==> src/rtl/bsg_mcl_axil_tx_arbiter.sv <==
// Round-robin arbiter that merges host requesters into one AXI-Lite tx word stream,
// locking onto a requester for a whole packet and routing read responses by tag.
module bsg_mcl_axil_tx_arbiter #(
    parameter int num_req_p         = 2,
    parameter int axil_data_width_p = 32,
    parameter int fifo_width_p      = 128,
    parameter int read_credits_p    = 4,
    localparam int ratio_lp = fifo_width_p / axil_data_width_p,
    localparam int id_w     = (num_req_p > 1) ? $clog2(num_req_p) : 1,
    localparam int cnt_w    = $clog2(read_credits_p + 1)
) (
    input  logic                                   clk_i,
    input  logic                                   reset_n_i,
    input  logic [num_req_p*axil_data_width_p-1:0] req_data_i,
    input  logic [num_req_p-1:0]                   req_v_i,
    input  logic [num_req_p-1:0]                   req_is_read_i,
    output logic [num_req_p-1:0]                   req_ready_o,
    output logic [axil_data_width_p-1:0]           out_data_o,
    output logic                                   out_v_o,
    input  logic                                   out_ready_i,
    input  logic [axil_data_width_p-1:0]           rsp_data_i,
    input  logic                                   rsp_v_i,
    output logic                                   rsp_ready_o,
    output logic [axil_data_width_p-1:0]           rsp_data_o,
    output logic [num_req_p-1:0]                   rsp_v_o,
    input  logic [num_req_p-1:0]                   rsp_ready_i,
    output logic [id_w-1:0]                        grant_id_o,
    output logic                                   busy_o,
    output logic [cnt_w-1:0]                       reads_outstanding_o,
    output logic                                   err_o
);

    localparam int wc_w  = (ratio_lp > 1) ? $clog2(ratio_lp) : 1;
    localparam int ptr_w = (read_credits_p > 1) ? $clog2(read_credits_p) : 1;

    typedef enum logic {IDLE, LOCK} state_e;

    state_e               state_q, state_n;
    logic [id_w-1:0]      rr_ptr_q, rr_ptr_n;
    logic [id_w-1:0]      lock_id_q, lock_id_n;
    logic [wc_w-1:0]      word_cnt_q, word_cnt_n;
    logic [wc_w-1:0]      rsp_cnt_q;
    logic [id_w-1:0]      cand, scan_idx, sel, head;
    logic [num_req_p-1:0] elig;
    logic                 any_elig, tag_full, tag_empty;
    logic                 out_v, xfer, push, pop, rsp_ready, rsp_xfer;

    logic [cnt_w-1:0]     tag_cnt_q;
    logic [ptr_w-1:0]     wr_ptr_q, rd_ptr_q;
    logic [id_w-1:0]      tag_mem [read_credits_p];

    function automatic logic [ptr_w-1:0] ptr_inc(input logic [ptr_w-1:0] p);
        return (p == ptr_w'(read_credits_p - 1)) ? '0 : p + 1'b1;
    endfunction

    // Full is taken from registered occupancy, so a same-cycle pop never unmasks a read.
    assign tag_full  = (tag_cnt_q == cnt_w'(read_credits_p));
    assign tag_empty = (tag_cnt_q == '0);
    assign elig      = req_v_i & ~(req_is_read_i & {num_req_p{tag_full}});

    // Scan from farthest to nearest so the requester right after rr_ptr wins.
    always_comb begin
        cand     = id_w'((int'(rr_ptr_q) + 1) % num_req_p);
        any_elig = 1'b0;
        scan_idx = '0;
        for (int i = num_req_p; i >= 1; i--) begin
            scan_idx = id_w'((int'(rr_ptr_q) + i) % num_req_p);
            if (elig[scan_idx]) begin
                cand     = scan_idx;
                any_elig = 1'b1;
            end
        end
    end

    assign sel        = (state_q == LOCK) ? lock_id_q : cand;
    assign out_v      = reset_n_i & ((state_q == LOCK) ? req_v_i[lock_id_q] : any_elig);
    assign xfer       = out_v & out_ready_i;
    assign out_v_o    = out_v;
    assign out_data_o = req_data_i[int'(sel)*axil_data_width_p +: axil_data_width_p];
    assign grant_id_o = reset_n_i ? sel : '0;
    assign busy_o     = (state_q == LOCK);
    assign push       = xfer & (state_q == IDLE) & req_is_read_i[sel];

    always_comb begin
        req_ready_o      = '0;
        req_ready_o[sel] = xfer;
    end

    always_comb begin
        state_n    = state_q;
        lock_id_n  = lock_id_q;
        word_cnt_n = word_cnt_q;
        rr_ptr_n   = rr_ptr_q;
        case (state_q)
            IDLE: begin
                if (xfer) begin
                    if (ratio_lp > 1) begin
                        state_n    = LOCK;
                        lock_id_n  = sel;
                        word_cnt_n = wc_w'(1);
                    end else begin
                        rr_ptr_n = sel;
                    end
                end
            end
            LOCK: begin
                if (xfer) begin
                    if (word_cnt_q == wc_w'(ratio_lp - 1)) begin
                        state_n    = IDLE;
                        word_cnt_n = '0;
                        rr_ptr_n   = lock_id_q;
                    end else begin
                        word_cnt_n = word_cnt_q + 1'b1;
                    end
                end
            end
            default: state_n = IDLE;
        endcase
    end

    // Response path: the oldest outstanding tag owns the response stream.
    assign head        = tag_mem[rd_ptr_q];
    assign rsp_ready   = reset_n_i & ~tag_empty & rsp_ready_i[head];
    assign rsp_ready_o = rsp_ready;
    assign rsp_xfer    = rsp_v_i & rsp_ready;
    assign pop         = rsp_xfer & (rsp_cnt_q == wc_w'(ratio_lp - 1));
    assign rsp_data_o  = rsp_data_i;
    assign reads_outstanding_o = tag_cnt_q;

    always_comb begin
        rsp_v_o = '0;
        if (reset_n_i && !tag_empty) rsp_v_o[head] = rsp_v_i;
    end

    always_ff @(posedge clk_i or negedge reset_n_i) begin
        if (!reset_n_i) begin
            state_q    <= IDLE;
            lock_id_q  <= '0;
            word_cnt_q <= '0;
            rr_ptr_q   <= id_w'(num_req_p - 1);
            rsp_cnt_q  <= '0;
            tag_cnt_q  <= '0;
            wr_ptr_q   <= '0;
            rd_ptr_q   <= '0;
            err_o      <= 1'b0;
        end else begin
            state_q    <= state_n;
            lock_id_q  <= lock_id_n;
            word_cnt_q <= word_cnt_n;
            rr_ptr_q   <= rr_ptr_n;
            if (pop)           rsp_cnt_q <= '0;
            else if (rsp_xfer) rsp_cnt_q <= rsp_cnt_q + 1'b1;
            case ({push, pop})
                2'b10:   tag_cnt_q <= tag_cnt_q + 1'b1;
                2'b01:   tag_cnt_q <= tag_cnt_q - 1'b1;
                default: tag_cnt_q <= tag_cnt_q;
            endcase
            if (push) wr_ptr_q <= ptr_inc(wr_ptr_q);
            if (pop)  rd_ptr_q <= ptr_inc(rd_ptr_q);
            if (rsp_v_i && tag_empty) err_o <= 1'b1;
        end
    end

    always_ff @(posedge clk_i) begin
        if (push) tag_mem[wr_ptr_q] <= sel;
    end

endmodule

==> config.mk <==
export PLATFORM = sky130hd
export DESIGN_NAME = bsg_mcl_axil_tx_arbiter
export DESIGN_NICKNAME = d
export VERILOG_FILES = /design/src/rtl/bsg_mcl_axil_tx_arbiter.sv
export SDC_FILE = /design/constraint.sdc
export NUM_CORES = 1
export LEC_CHECK = 0
export ABC_AREA = 1
export BUFFER_PORTS_ARGS = -buffer_cell sky130_fd_sc_hd__buf_4
export CAP_MARGIN = 15
export CORE_ASPECT_RATIO = 0.5
export CORE_MARGIN = 3
export CORE_UTILIZATION = 39
export CTS_CLUSTER_DIAMETER = 40
export DETAILED_ROUTE_END_ITERATION = 12
export GPL_TIMING_DRIVEN = 1
export PLACE_DENSITY = 0.87
export REMOVE_ABC_BUFFERS = 1
export SLEW_MARGIN = 20
export SYNTH_ARGS = -nofsm -noshare
export SYNTH_HDL_FRONTEND = slang
export SYNTH_SLANG_ARGS = --single-unit
==> constraint.sdc <==
create_clock -name clk_i -period 5.6 [get_ports clk_i]
set_clock_uncertainty 0.15 [all_clocks]
set_input_delay 0.56 -clock clk_i [delete_from_list [all_inputs] [get_ports clk_i]]
set_output_delay 0.56 -clock clk_i [all_outputs]
set_load 0.1 [all_outputs]
==> impl_table.tex, run 1 <==
\begin{tabular}{lr}
\hline
Metric & Value \\
\hline
\multicolumn{2}{l}{\textbf{Clock tree}} \\
\quad Clock tree from TritonCTS & done \\
\quad Hold buffer count at cts & 0 \\
\quad Count of cells resized by post-cts repair & 0 \\
\quad Insertion delay to the later sink of the worst-skew pair & 0.26 ns \\
\quad Maximum clock path buffer count & 2 \\
\quad H-tree lvl count & 1 \\
\quad Number of buffers created by CTS & 3 \\
\quad Clock transition at the register clock pins on the worst setup and hold paths after CTS & 0.07 ns \\
\quad Buffer type at the clock tree root & clkbuf\_8 \\
\quad Clk sinks & 19 \\
\quad Number of buffers inserted to repair setup after CTS & 0 \\
\multicolumn{2}{l}{\textbf{Synth}} \\
\quad Yosys warnings & 0 \\
\quad Number of synthesized register bits & 19 \\
\quad Fraction of synthesis flops using an asynchronous set or reset pin & 78.95\% \\
\quad Area of the mapped netlist & 0.001822 mm² \\
\quad Distinct cell type count after synthesis & 31 \\
\quad Gate count after technology mapping & 278 \\
\quad Number of enable-type register cells in the synthesized netlist & 4 \\
\quad Post-synth top flop & dfrtp\_1 \\
\quad Mean instance size in the synthesized netlist & 6.553 µm² \\
\quad Share of the yosys chip area belonging to registers & 27.27\% \\
\multicolumn{2}{l}{\textbf{Critical path}} \\
\quad Reg2Reg Launch Point & reads\_outstanding\_o[1]\$\_DFFE\_PN0P\_ \\
\quad Highest fanout seen on the critical path & 37 \\
\quad Cell depth of the worst flop-to-flop path & 15 \\
\quad Maximum cell stage delay along the critical path & 0.44 ns \\
\quad Register-to-register path setup slack & 2.75 ns \\
\quad Number of buffers and inverters on the critical path & 2 \\
\quad Reg-to-Reg End & reads\_outstanding\_o[2]\$\_DFFE\_PN0P\_ \\
\quad Delay-heaviest family, CP & simple AND/OR/NAND/NOR gates \\
\quad Slowest library cell on the worst path & dfrtp\_1 \\
\quad CP Cell Sequence & nor2\_4, nand3\_1, nand2\_1, nand2\_1, nand2\_2, nand2\_4, inv\_4, nand2\_1, nand2\_1, buf\_4 \\
\quad Arrival time worst endpoint & 2.30 ns \\
\quad Critical path start-end classification & flop to output port \\
\quad Crit path capture type & output port \\
\quad Category of the worst setup path launch point & flop \\
\quad Crit path required time & 4.89 ns \\
\quad Most frequent CP cell & nand2\_1 \\
\multicolumn{2}{l}{\textbf{STA}} \\
\quad Peak clock frequency supported by timing & 0.3325 GHz \\
\quad Final Critical Period & 3.007 ns \\
\quad Ratio of final minimum period to clock period & 53.70\% \\
\quad RSZ-0062 raised after global routing & no \\
\quad Max\_slew headroom & 74.90\% \\
\quad Least-Margin Pin Slew & 0.3762 ns \\
\quad Final total negative setup slack & 0 ns \\
\quad Final hold violations & 0 \\
\quad Final Setup Violations & 0 \\
\quad Slew Limit Fails & 0 \\
\multicolumn{2}{l}{\textbf{Drt}} \\
\quad Drt first pass iters & 4 \\
\quad Antenna violation net count after detailed routing & 0 \\
\quad Violation count after the first detailed-route iteration & 57 \\
\quad DRC & 0 \\
\quad Avg WL per Cell & 15.12 µm \\
\quad Total routed wirelength & 6273 µm \\
\quad Vias per Instance & 4.718 \\
\quad Via Count & 1958 \\
\multicolumn{2}{l}{\textbf{Floorplan}} \\
\quad Number of cell rows & 16 \\
\quad Height of the die & 54.33 µm \\
\quad Area of the core & 0.004184 mm² \\
\quad Ports placed on the boundary & 182 \\
\quad Total die area & 0.005577 mm² \\
\quad Die X-Extent & 102.7 µm \\
\quad Starting utilization of the core area & 43.54\% \\
\multicolumn{2}{l}{\textbf{Global route}} \\
\quad Met2 capacity usage during global routing & 34.62\% \\
\quad Total routing usage reported by global routing & 21.44\% \\
\quad GRT met3 Usage & 14.25\% \\
\quad Global route overflow & 0 \\
\quad Peak-usage layer in the global routing report & met2 \\
\quad First-pass GRT wire length & 8949 µm \\
\quad Pin count of the biggest net entering global routing & 38 \\
\quad Routing usage on met1 & 24.33\% \\
\quad Via count of the first global-routing pass & 1927 \\
\quad Number of antenna violations at the first check in global routing & 0 \\
\multicolumn{2}{l}{\textbf{Outcome}} \\
\quad Run status & completed \\
\multicolumn{2}{l}{\textbf{Place}} \\
\quad Post-detailed-placement half-perimeter wirelength & 5263 µm \\
\quad Number of port buffers & 117 \\
\quad Placer Congestion & 0.8076 \\
\multicolumn{2}{l}{\textbf{Final layout}} \\
\quad \# diodes & 0 \\
\quad Growth of design area from synthesis to finish & 38.19\% \\
\quad Number of inserted filler cells in the final layout & 358 \\
\quad Fin nets & 477 \\
\quad Footprint of the multi-input gates & 920.9 µm² \\
\quad Register Area & 496.7 µm² \\
\quad Share of layout cells above drive strength 1 & 37.40\% \\
\multicolumn{2}{l}{\textbf{Worst hold path}} \\
\quad Classification of the worst-slack hold path & input port to async pin \\
\multicolumn{2}{l}{\textbf{Run}} \\
\quad Number of max-cap violations & 0 \\
\hline
\end{tabular}
## cells in the mapped netlist, drive strengths merged, types with 3 or more instances
cell type | n | area share (%)
inv | 27 | 5.7
edfxtp | 4 | 6.6
nand4 | 3 | 1.0
a21oi | 3 | 0.82
nor2 | 15 | 3.6
nand3 | 11 | 4.3
ha | 8 | 5.5
buf | 38 | 16
nand2 | 134 | 28
dfrtp | 14 | 19
o21ai | 11 | 3.0
## worst reg2reg max path, cell delays in order, from the launching register on
cell and delay (ns):
dfrtp_1 0.44, nor2_4 0.17, nand3_2 0.09, nand2_2 0.09
nand2_1 0.06, nand2_1 0.07, nand2_2 0.07, nand2_4 0.30
nand2_2 0.15, nand3_4 0.12, ha_1 0.17, inv_1 0.07
fa_1 0.38, a21oi_1 0.14, o21ai_0 0.11, xor2_1 0.15
## cells by family after synthesis
family                     synth area share, %
AOI/OAI and AO/OA                        4.327
xor gates and xnor gates                0.9617
adders and majority gates                6.594
buffers and inverters                    22.18
DFF                                      27.27
and+or+nand+nor                          38.67
## metal layers
layer	wire length [µm]	vias to the layer above
li1	-	981
met1	2531	892
met2	2971	81
met3	733	4
met4	36	0
met5	0	-
## area by class of cell
cell class / instances / area share [%]
multi-input combinational: 193 / 36.58
timing repair buffer: 117 / 34.89
sequential: 19 / 19.73
inverter: 28 / 4.274
tap: 54 / 2.684
clock buffer: 3 / 1.640
clock inverter: 1 / 0.1988
## cells in the final DEF, fill, tap and decap left out, drive strengths merged
cell      n
nand2   134
buf     117
inv      27
nor2     15
dfrtp    14
nand3    11
o21ai    11
ha        8
edfxtp    4
a21oi     3
nand4     3
clkbuf    3
clkinv    2
or2       1
and2      1
and3      1
xor2      1
xnor2     1
a31o      1
nor3      1
fa        1
dfstp     1
## state kept, by name (all words and copies together), names as in the netlist
signal               flops
word_cnt_q               2
err_o                    1
lock_id_q                1
wr_ptr_q                 2
rr_ptr_q                 1
busy_o                   1
reads_outstanding_o      3
rd_ptr_q                 2
tag_mem                  4
rsp_cnt_q                2
## worst max path at each step
stage,start,end,slack (ns),cells after the start
finish,reads_outstanding_o[1]$_DFFE_PN0P_,out_data_o[19],2.59,10
global route,reads_outstanding_o[1]$_DFFE_PN0P_,out_data_o[4],2.40,10
CTS,reads_outstanding_o[1]$_DFFE_PN0P_,out_data_o[19],2.60,10
detailed placement,req_is_read_i[1],reads_outstanding_o[2]$_DFFE_PN0P_,2.71,15
global placement,req_is_read_i[1],reads_outstanding_o[2]$_DFFE_PN0P_,2.80,15
floorplan,busy_o$_DFF_PN0_,req_ready_o[0],1.62,5
## metrics by stage
stage	setup slack [ns]	area (µm²)	hold WS (ns)	util, %	cells
floorplan	1.625	1525	0.1144	-	240
global placement	2.797	2471	0.2711	59.06	411
detailed placement	2.714	2471	0.2791	59.06	411
CTS	2.598	2517	0.003499	60.17	415
global route	2.404	2517	0.001656	60.17	415
finish	2.593	2517	0.0002277	60.17	415
Power of run 1 is left out: the tool's default activity adds up to more than one toggle a clock period on the data nets, which glitch-free logic cannot reach.
==> inputs of run 2 (changes only) <==
- ABC_AREA: 1 -> 0
- CORE_UTILIZATION: 39 -> 32
- PLACE_DENSITY: 0.87 -> 0.77
- clock period: 5.6 -> 2.4 ns (I/O delays scaled with it)
==> run 2 against run 1 <==
The flow now finishes with violations (setup timing); non-clock buffer count grew 24; synthesized cell count shrank 40%; flip-flop and latch count is the same; critical path depth grew 1; synthesized area shrank 4.5%; register-to-register slack lost 3.0 ns; sequential share of layout area shrank 2.9 points; global-route usage shrank 1.7 points; final area grew 17%; critical endpoint is now reads_outstanding_o[2]$_DFFE_PN0P_; largest cell class is now non-clock buffers.
==> impl_table.tex, run 2 <==
\begin{tabular}{lr}
\hline
Metric & Value \\
\hline
\multicolumn{2}{l}{\textbf{Global route}} \\
\quad Global route overflow & 0 (unchanged) \\
\quad Pin count of the biggest net entering global routing & 35 (-7.9\%) \\
\quad Number of antenna violations at the first check in global routing & 0 (unchanged) \\
\quad Total routing usage reported by global routing & 19.76\% (-1.7 points) \\
\quad Via count of the first global-routing pass & 1832 (-4.9\%) \\
\quad First-pass GRT wire length & 9570 µm (+6.9\%) \\
\multicolumn{2}{l}{\textbf{Drt}} \\
\quad Via Count & 1630 (-17\%) \\
\quad Antenna violation net count after detailed routing & 0 (unchanged) \\
\quad Vias per Instance & 4.725 (+0.14\%) \\
\quad Drt first pass iters & 4 (unchanged) \\
\quad Avg WL per Cell & 18.78 µm (+24\%) \\
\quad Violation count after the first detailed-route iteration & 26 (-54\%) \\
\quad DRC & 0 (unchanged) \\
\quad Total routed wirelength & 6480 µm (+3.3\%) \\
\multicolumn{2}{l}{\textbf{Critical path}} \\
\quad Maximum cell stage delay along the critical path & 0.45 ns (about the same) \\
\quad Slowest library cell on the worst path & dfrtp\_1 \\
\quad Register-to-register path setup slack & -0.20 ns (-2.95 ns) \\
\quad Critical path destination & reads\_outstanding\_o[2]\$\_DFFE\_PN0P\_ \\
\quad Category of the worst setup path launch point & flop \\
\quad Number of buffers and inverters on the critical path & 2 (unchanged) \\
\quad CP Cell Sequence & and4bb\_1, a311oi\_2, o31ai\_4, inv\_4, mux2i\_4, ha\_4, inv\_2, fa\_2, xor2\_1, nor2\_1, xor2\_1 \\
\quad Crit path from & reads\_outstanding\_o[2]\$\_DFFE\_PN0P\_ \\
\quad Critical path depth & 11 (+1) \\
\quad Cell depth of the worst flop-to-flop path & 11 (-4) \\
\quad Reg-to-Reg End & reads\_outstanding\_o[2]\$\_DFFE\_PN0P\_ \\
\quad Most frequent CP cell & xor2\_1 \\
\quad Highest fanout seen on the critical path & 3 (-92\%) \\
\quad Crit path capture type & flop \\
\quad Critical path start-end classification & flop to flop \\
\quad Arrival time worst endpoint & 2.65 ns (+0.35 ns) \\
\quad Delay-heaviest family, CP & adder cells \\
\quad Reg2Reg Launch Point & reads\_outstanding\_o[2]\$\_DFFE\_PN0P\_ \\
\quad Crit path required time & 2.45 ns (-2.44 ns) \\
\multicolumn{2}{l}{\textbf{Synth}} \\
\quad Mean instance size in the synthesized netlist & 10.48 µm² (+60\%) \\
\quad Synth top cells by count & mux2\_2, buf\_4, dfrtp\_1, nor2\_1, inv\_1 \\
\quad Share of the yosys chip area belonging to registers & 28.54\% (+1.3 points) \\
\quad Fraction of synthesis flops using an asynchronous set or reset pin & 78.95\% (unchanged) \\
\quad Yosys top cell area share & 25.23\% (-1.6 points) \\
\quad Distinct cell type count after synthesis & 37 (+19\%) \\
\quad Cell accounting for the most synthesized area & mux2\_2 \\
\quad Post-synth top flop & dfrtp\_1 \\
\quad Area of the mapped netlist & 0.001740 mm² (-4.5\%) \\
\quad Synth area leaders & mux2\_2, dfrtp\_1, buf\_4 \\
\quad Number of synthesized register bits & 19 (unchanged) \\
\quad Number of enable-type register cells in the synthesized netlist & 4 (unchanged) \\
\quad Gate count after technology mapping & 166 (-40\%) \\
\quad Yosys warnings & 0 (unchanged) \\
\quad Most common cell in the netlist & mux2\_2 \\
\multicolumn{2}{l}{\textbf{Clock tree}} \\
\quad Clock tree from TritonCTS & done \\
\quad Number of buffers created by CTS & 3 (unchanged) \\
\quad Clock transition at the register clock pins on the worst setup and hold paths after CTS & 0.08 ns (about the same) \\
\quad Maximum clock path buffer count & 2 (unchanged) \\
\quad Buffer type at the clock tree root & clkbuf\_8 \\
\quad H-tree lvl count & 1 (unchanged) \\
\quad Clk sinks & 19 (unchanged) \\
\quad Insertion delay to the later sink of the worst-skew pair & 0.27 ns (about the same) \\
\multicolumn{2}{l}{\textbf{STA}} \\
\quad Final Setup Violations & 36 (+36) \\
\quad Max\_slew headroom & 64.93\% (-10 points) \\
\quad Final total negative setup slack & -5.766 ns (-5.766 ns) \\
\quad RSZ-0062 raised after global routing & yes \\
\quad Final Critical Period & 2.605 ns \\
\quad Ratio of final minimum period to clock period & 108.5\% \\
\quad Setup ws final & -0.2046 ns (-2.797 ns) \\
\quad Least-Margin Pin Slew & 0.5230 ns (+0.1468 ns) \\
\quad Final hold violations & 0 (unchanged) \\
\quad Slew Limit Fails & 0 (unchanged) \\
\quad Hold Worst Slack & 0.04197 ns (+0.04174 ns) \\
\quad Peak clock frequency supported by timing & 0.3839 GHz \\
\multicolumn{2}{l}{\textbf{Pwr}} \\
\quad Final total power & 4.680 mW \\
\quad Power density relative to cell area & 1585 mW/mm² \\
\quad Leakage dissipation & 1.430 nW \\
\quad Peak VDD IR & 1.232 mV \\
\multicolumn{2}{l}{\textbf{Floorplan}} \\
\quad Starting utilization of the core area & 34.19\% (-9.3 points) \\
\quad Number of cell rows & 18 (+2) \\
\quad Total die area & 0.006414 mm² (+15\%) \\
\quad Ports placed on the boundary & 182 (unchanged) \\
\quad Height of the die & 58.15 µm (+7.0\%) \\
\quad Die X-Extent & 110.3 µm (+7.4\%) \\
\quad Area of the core & 0.005090 mm² (+22\%) \\
\multicolumn{2}{l}{\textbf{Place}} \\
\quad Post-detailed-placement half-perimeter wirelength & 5057 µm (-3.9\%) \\
\quad Number of port buffers & 117 (unchanged) \\
\quad Placer Congestion & 0.8034 (-0.52\%) \\
\quad Post-placement cell count & 336 (-18\%) \\
\multicolumn{2}{l}{\textbf{Final layout}} \\
\quad Number of inserted filler cells in the final layout & 429 (+20\%) \\
\quad Number of flip-flops in the largest register & 4 (unchanged) \\
\quad Most common cell after layout, fill and taps aside & buf\_4 \\
\quad Post-Layout Cell Count & 345 (-17\%) \\
\quad \# diodes & 0 (unchanged) \\
\quad Commonest cells after routing, fill and taps aside & buf\_4, mux2\_2, buf\_6, dfrtp\_1 \\
\quad Growth of design area from synthesis to finish & 69.66\% \\
\quad Fin nets & 391 (-18\%) \\
\quad Register with the most flip-flops & tag\_mem \\
\quad Final core area utilization & 58.01\% (-2.2 points) \\
\quad Share of layout cells above drive strength 1 & 73.82\% (+36 points) \\
\multicolumn{2}{l}{\textbf{Worst hold path}} \\
\quad Hold\_sp & rsp\_v\_i \\
\quad Classification of the worst-slack hold path & input port to flop \\
\multicolumn{2}{l}{\textbf{Outcome}} \\
\quad Violated checks & setup timing \\
\quad Run status & finished, violations left \\
\multicolumn{2}{l}{\textbf{Run}} \\
\quad Number of max-cap violations & 0 (unchanged) \\
\hline
\end{tabular}
run 2: changes by cell type after synthesis, sizes merged, moves of 2 or more:
cell | before | now
nor4b | 0 | 2
mux2 | 0 | 41
a211oi | 0 | 2
o21ai | 11 | 2
nand2 | 134 | 3
nor3 | 1 | 3
a21oi | 3 | 1
nand3 | 11 | 0
nand4 | 3 | 0
inv | 27 | 14
mux2i | 0 | 3
buf | 38 | 35
run 2: layer usage:
layer  global-route usage (%)  vias to the layer above  routed length (µm)  share of wire [%]
li1                         -                      757                   -                  -
met1                    23.82                      756                2605                 40
met2                    30.00                      108                2935                 45
met3                    11.57                        7                 818                 13
met4                    3.509                        2                  61               0.94
met5                    10.32                        -                  59               0.91
run 2: kinds of logic after synthesis:
group,share of synthesized area [%]
buffers and inverters,18.04
muxes,30.70
and+or+nand+nor,8.987
DFF,28.54
AOI/OAI and AO/OA,5.320
adders and majority gates,6.902
xor gates and xnor gates,1.510
run 2: worst min-delay path by stage:
stage | endpoint | depth (start not counted)
3_5_place_dp | reads_outstanding_o[2]$_DFFE_PN0P_ | 2
6_report | err_o$_DFFE_PN0P_ | 2
4_1_cts | err_o$_DFFE_PN0P_ | 2
2_1_floorplan | busy_o$_DFF_PN0_ | 0
5_1_grt | err_o$_DFFE_PN0P_ | 2
3_3_place_gp | reads_outstanding_o[1]$_DFFE_PN0P_ | 2
run 2: power breakdown:
part,internal [mW],leakage (nW),switching [mW]
clock,0.116,0.0255,0.122
combinational,1.24,1.19,2.64
sequential,0.458,0.215,0.106
total,1.81,1.43,2.87
run 2: area by class of cell:
cell class / count / area (µm²) / area share [%]
Timing Repair Buffer: 141 / 1240 / 41.99
Multi-Input combinational cell: 97 / 1027 / 34.79
Sequential cell: 19 / 496.7 / 16.82
Tap cell: 70 / 87.58 / 2.966
Inverter: 14 / 55.05 / 1.864
Clock buffer: 3 / 41.29 / 1.398
Clock inverter: 1 / 5.005 / 0.1695
run 2: metrics by stage:
stage                     instance area [µm²]  setup slack [ns]
after floorplan                          1481            -1.843
after global placement                   2590           -0.2132
after detailed placement                 2590           -0.2911
after CTS                                2895           -0.2557
after global routing                     2953           -0.2828
final                                    2953           -0.2046
run 2: repair_timing:
| action | 4_1_cts | 5_1_grt |
|---|---|---|
| buffers inserted | 5 | 0 |
| hold buffers | 1 | 0 |
| pin swaps | 7 | 6 |
| resized for setup | 53 | 10 |
| endpoints found under the setup margin | 37 | 38 |
| endpoints found under the hold margin | 15 | 0 |
Power figures use the tool's default switching activity.
==> inputs of run 3 (changes only) <==
- CTS_BUF_LIST: not set -> sky130_fd_sc_hd__clkbuf_16
==> run 3 against run 2 <==
The flow still finishes with violations (setup timing); final cell count is the same; largest cell class unchanged; via count shrank 0.25%; count of clock-buffer cells in the layout is the same; flip-flop and latch count is the same; register-to-register slack is essentially flat; utilization grew 0.22 points; highest routed layer is now met4.
==> impl_table.tex, run 3 (synthesized netlist as in run 2, its figures left out) <==
\begin{tabular}{lr}
\hline
Metric & Value \\
\hline
\multicolumn{2}{l}{\textbf{Place}} \\
\quad Post-detailed-placement half-perimeter wirelength & 5057 µm (unchanged) \\
\quad Number of port buffers & 117 (unchanged) \\
\quad Placer Congestion & 0.8034 (unchanged) \\
\quad Post-placement cell count & 336 (unchanged) \\
\multicolumn{2}{l}{\textbf{Clock tree}} \\
\quad Buffer type at the clock tree root & clkbuf\_16 \\
\quad Clock transition at the register clock pins on the worst setup and hold paths after CTS & 0.06 ns (-0.02 ns) \\
\quad H-tree lvl count & 1 (unchanged) \\
\quad Maximum clock path buffer count & 2 (unchanged) \\
\quad Number of buffers created by CTS & 3 (unchanged) \\
\quad Insertion delay to the later sink of the worst-skew pair & 0.25 ns (-0.02 ns) \\
\quad Clock tree from TritonCTS & done \\
\quad Clk sinks & 19 (unchanged) \\
\multicolumn{2}{l}{\textbf{Final layout}} \\
\quad Post-Layout Cell Count & 345 (unchanged) \\
\quad Growth of design area from synthesis to finish & 70.31\% \\
\quad Number of inserted filler cells in the final layout & 430 (+0.23\%) \\
\quad Most common cell after layout, fill and taps aside & buf\_4 \\
\quad \# diodes & 0 (unchanged) \\
\quad Share of layout cells above drive strength 1 & 73.45\% (-0.36 points) \\
\quad Number of flip-flops in the largest register & 4 (unchanged) \\
\quad Register Area & 496.7 µm² (unchanged) \\
\quad Register with the most flip-flops & tag\_mem \\
\quad Footprint of the multi-input gates & 0.001015 mm² (-1.2\%) \\
\quad Commonest cells after routing, fill and taps aside & buf\_4, mux2\_2, buf\_6, dfrtp\_1 \\
\quad Fin nets & 391 (unchanged) \\
\multicolumn{2}{l}{\textbf{Worst hold path}} \\
\quad Classification of the worst-slack hold path & input port to flop \\
\multicolumn{2}{l}{\textbf{Critical path}} \\
\quad Maximum cell stage delay along the critical path & 0.42 ns (-0.03 ns) \\
\quad Highest fanout seen on the critical path & 3 (unchanged) \\
\quad Number of buffers and inverters on the critical path & 4 (+2) \\
\quad Register-to-register path setup slack & -0.21 ns (about the same) \\
\quad Delay-heaviest family, CP & simple AND/OR/NAND/NOR gates \\
\quad Arrival time worst endpoint & 2.64 ns (about the same) \\
\quad Crit path capture type & flop \\
\quad Most frequent CP cell & buf\_4 \\
\quad CP Cell Sequence & and4bb\_1, buf\_4, a2bb2oi\_4, nor4b\_1, buf\_4, mux2i\_4, ha\_4, buf\_4, buf\_4, xor2\_1, nor2\_1, xor2\_1 \\
\quad Critical path start-end classification & flop to flop \\
\quad Category of the worst setup path launch point & flop \\
\quad Slowest library cell on the worst path & dfrtp\_1 \\
\quad Crit path required time & 2.43 ns (-0.02 ns) \\
\multicolumn{2}{l}{\textbf{STA}} \\
\quad RSZ-0062 raised after global routing & yes \\
\quad Final Setup Violations & 34 (-5.6\%) \\
\quad Final Critical Period & 2.613 ns (+0.008044 ns) \\
\quad Max\_slew headroom & 68.68\% (+3.7 points) \\
\quad Setup ws final & -0.2127 ns (-0.008044 ns) \\
\quad Peak clock frequency supported by timing & 0.3828 GHz (-0.31\%) \\
\quad Final hold violations & 0 (unchanged) \\
\quad Slew Limit Fails & 0 (unchanged) \\
\quad Ratio of final minimum period to clock period & 108.9\% (+0.34 points) \\
\quad Least-Margin Pin Slew & 0.4671 ns (-0.05591 ns) \\
\multicolumn{2}{l}{\textbf{Drt}} \\
\quad Drt first pass iters & 4 (unchanged) \\
\quad Total routed wirelength & 6540 µm (+0.93\%) \\
\quad Avg WL per Cell & 18.96 µm (+0.93\%) \\
\quad Antenna violation net count after detailed routing & 0 (unchanged) \\
\quad Violation count after the first detailed-route iteration & 30 (+15\%) \\
\quad Via Count & 1626 (-0.25\%) \\
\quad Vias per Instance & 4.713 (-0.25\%) \\
\quad DRC & 0 (unchanged) \\
\multicolumn{2}{l}{\textbf{Global route}} \\
\quad First-pass GRT wire length & 9577 µm (about the same) \\
\quad Pin count of the biggest net entering global routing & 35 (unchanged) \\
\quad Global route overflow & 0 (unchanged) \\
\quad Via count of the first global-routing pass & 1814 (-0.98\%) \\
\quad Total routing usage reported by global routing & 20.02\% (+0.26 points) \\
\quad Number of antenna violations at the first check in global routing & 0 (unchanged) \\
\multicolumn{2}{l}{\textbf{Pwr}} \\
\quad Peak VDD IR & 1.237 mV (+0.41\%) \\
\quad Leakage dissipation & 1.439 nW (+0.62\%) \\
\quad Final total power & 4.763 mW (+1.8\%) \\
\quad Power density relative to cell area & 1607 mW/mm² (+1.4\%) \\
\multicolumn{2}{l}{\textbf{Outcome}} \\
\quad Run status & finished, violations left \\
\quad Violated checks & setup timing \\
\multicolumn{2}{l}{\textbf{Floorplan}} \\
\quad Height of the die & 58.15 µm (unchanged) \\
\quad Total die area & 0.006414 mm² (unchanged) \\
\quad Number of cell rows & 18 (unchanged) \\
\quad Ports placed on the boundary & 182 (unchanged) \\
\quad Area of the core & 0.005090 mm² (unchanged) \\
\quad Die X-Extent & 110.3 µm (unchanged) \\
\quad Starting utilization of the core area & 34.19\% (unchanged) \\
\multicolumn{2}{l}{\textbf{Run}} \\
\quad Number of max-cap violations & 0 (unchanged) \\
\hline
\end{tabular}
==> run 3: worst register-to-register path: cells and delay by family (launching register included) <==
family                   cells  cell delay [ns]
AO/OA/AOI/OAI                1             0.14
XOR/XNOR                     2             0.31
adder cells (fa/ha/maj)      1             0.17
buffers and inverters        4             0.57
flip-flops                   1             0.42
multiplexers                 1             0.07
AND/OR/NAND/NOR              3             0.68
==> run 3: area by class of cell <==
class                      count  area share [%]
clock inverter                 1          0.1688
clock buffer                   3           2.533
timing repair buffer         141           41.49
tap                           70           2.955
inverter                      14           1.857
sequential                    19           16.76
multi-input combinational     97           34.23
==> run 3: timing repair <==
| item | in CTS | in global routing |
|---|---|---|
| resized for setup | 47 | 12 |
| hold buffers | 1 | 0 |
| hold endpoints to repair | 15 | 0 |
| pin swaps | 7 | 8 |
| setup endpoints to repair | 37 | 37 |
| setup buffers | 5 | 1 |
==> run 3: path summary, 6_finish.rpt <==
check	startpoint	end	cells after the start
worst max-delay path	reads_outstanding_o[2]$_DFFE_PN0P_	reads_outstanding_o[2]$_DFFE_PN0P_	12
worst min-delay path	rsp_v_i	err_o$_DFFE_PN0P_	2
worst max register to register	reads_outstanding_o[2]$_DFFE_PN0P_	reads_outstanding_o[2]$_DFFE_PN0P_	12
worst min register to register	err_o$_DFFE_PN0P_	err_o$_DFFE_PN0P_	1
max in group asynchronous	reset_n_i	rr_ptr_q$_DFFE_PN1P_	3
min in group asynchronous	reset_n_i	reads_outstanding_o[2]$_DFFE_PN0P_	3
==> run 3: report_power, final <==
group	internal (mW)	switching, mW
registers	0.458	0.103
logic	1.21	2.63
clock network	0.224	0.131
==> run 3: routing by layer <==
metal	up-vias	GRT usage [%]	wire (µm)	share of wire, %
met5	-	3.968	0	0
met4	0	4.211	66	1.0
met3	7	13.35	902	14
met2	100	29.91	2978	46
met1	760	23.82	2592	40
li1	759	-	-	-
==> run 3: per-stage QoR <==
step                TNS [ns]  hold slack [ns]  cell area [µm²]  setup slack [ns]  utilization [%]
finish                -5.772          0.05689             2964           -0.2127            58.24
global placement      -4.781          0.04627             2590           -0.2132            50.89
CTS                   -7.417          0.06179             2890           -0.2405            56.78
floorplan             -57.62          -0.2056             1481            -1.843                -
detailed placement    -6.481          0.04767             2590           -0.2911            50.89
global route          -8.304          0.06964             2964           -0.3279            58.24
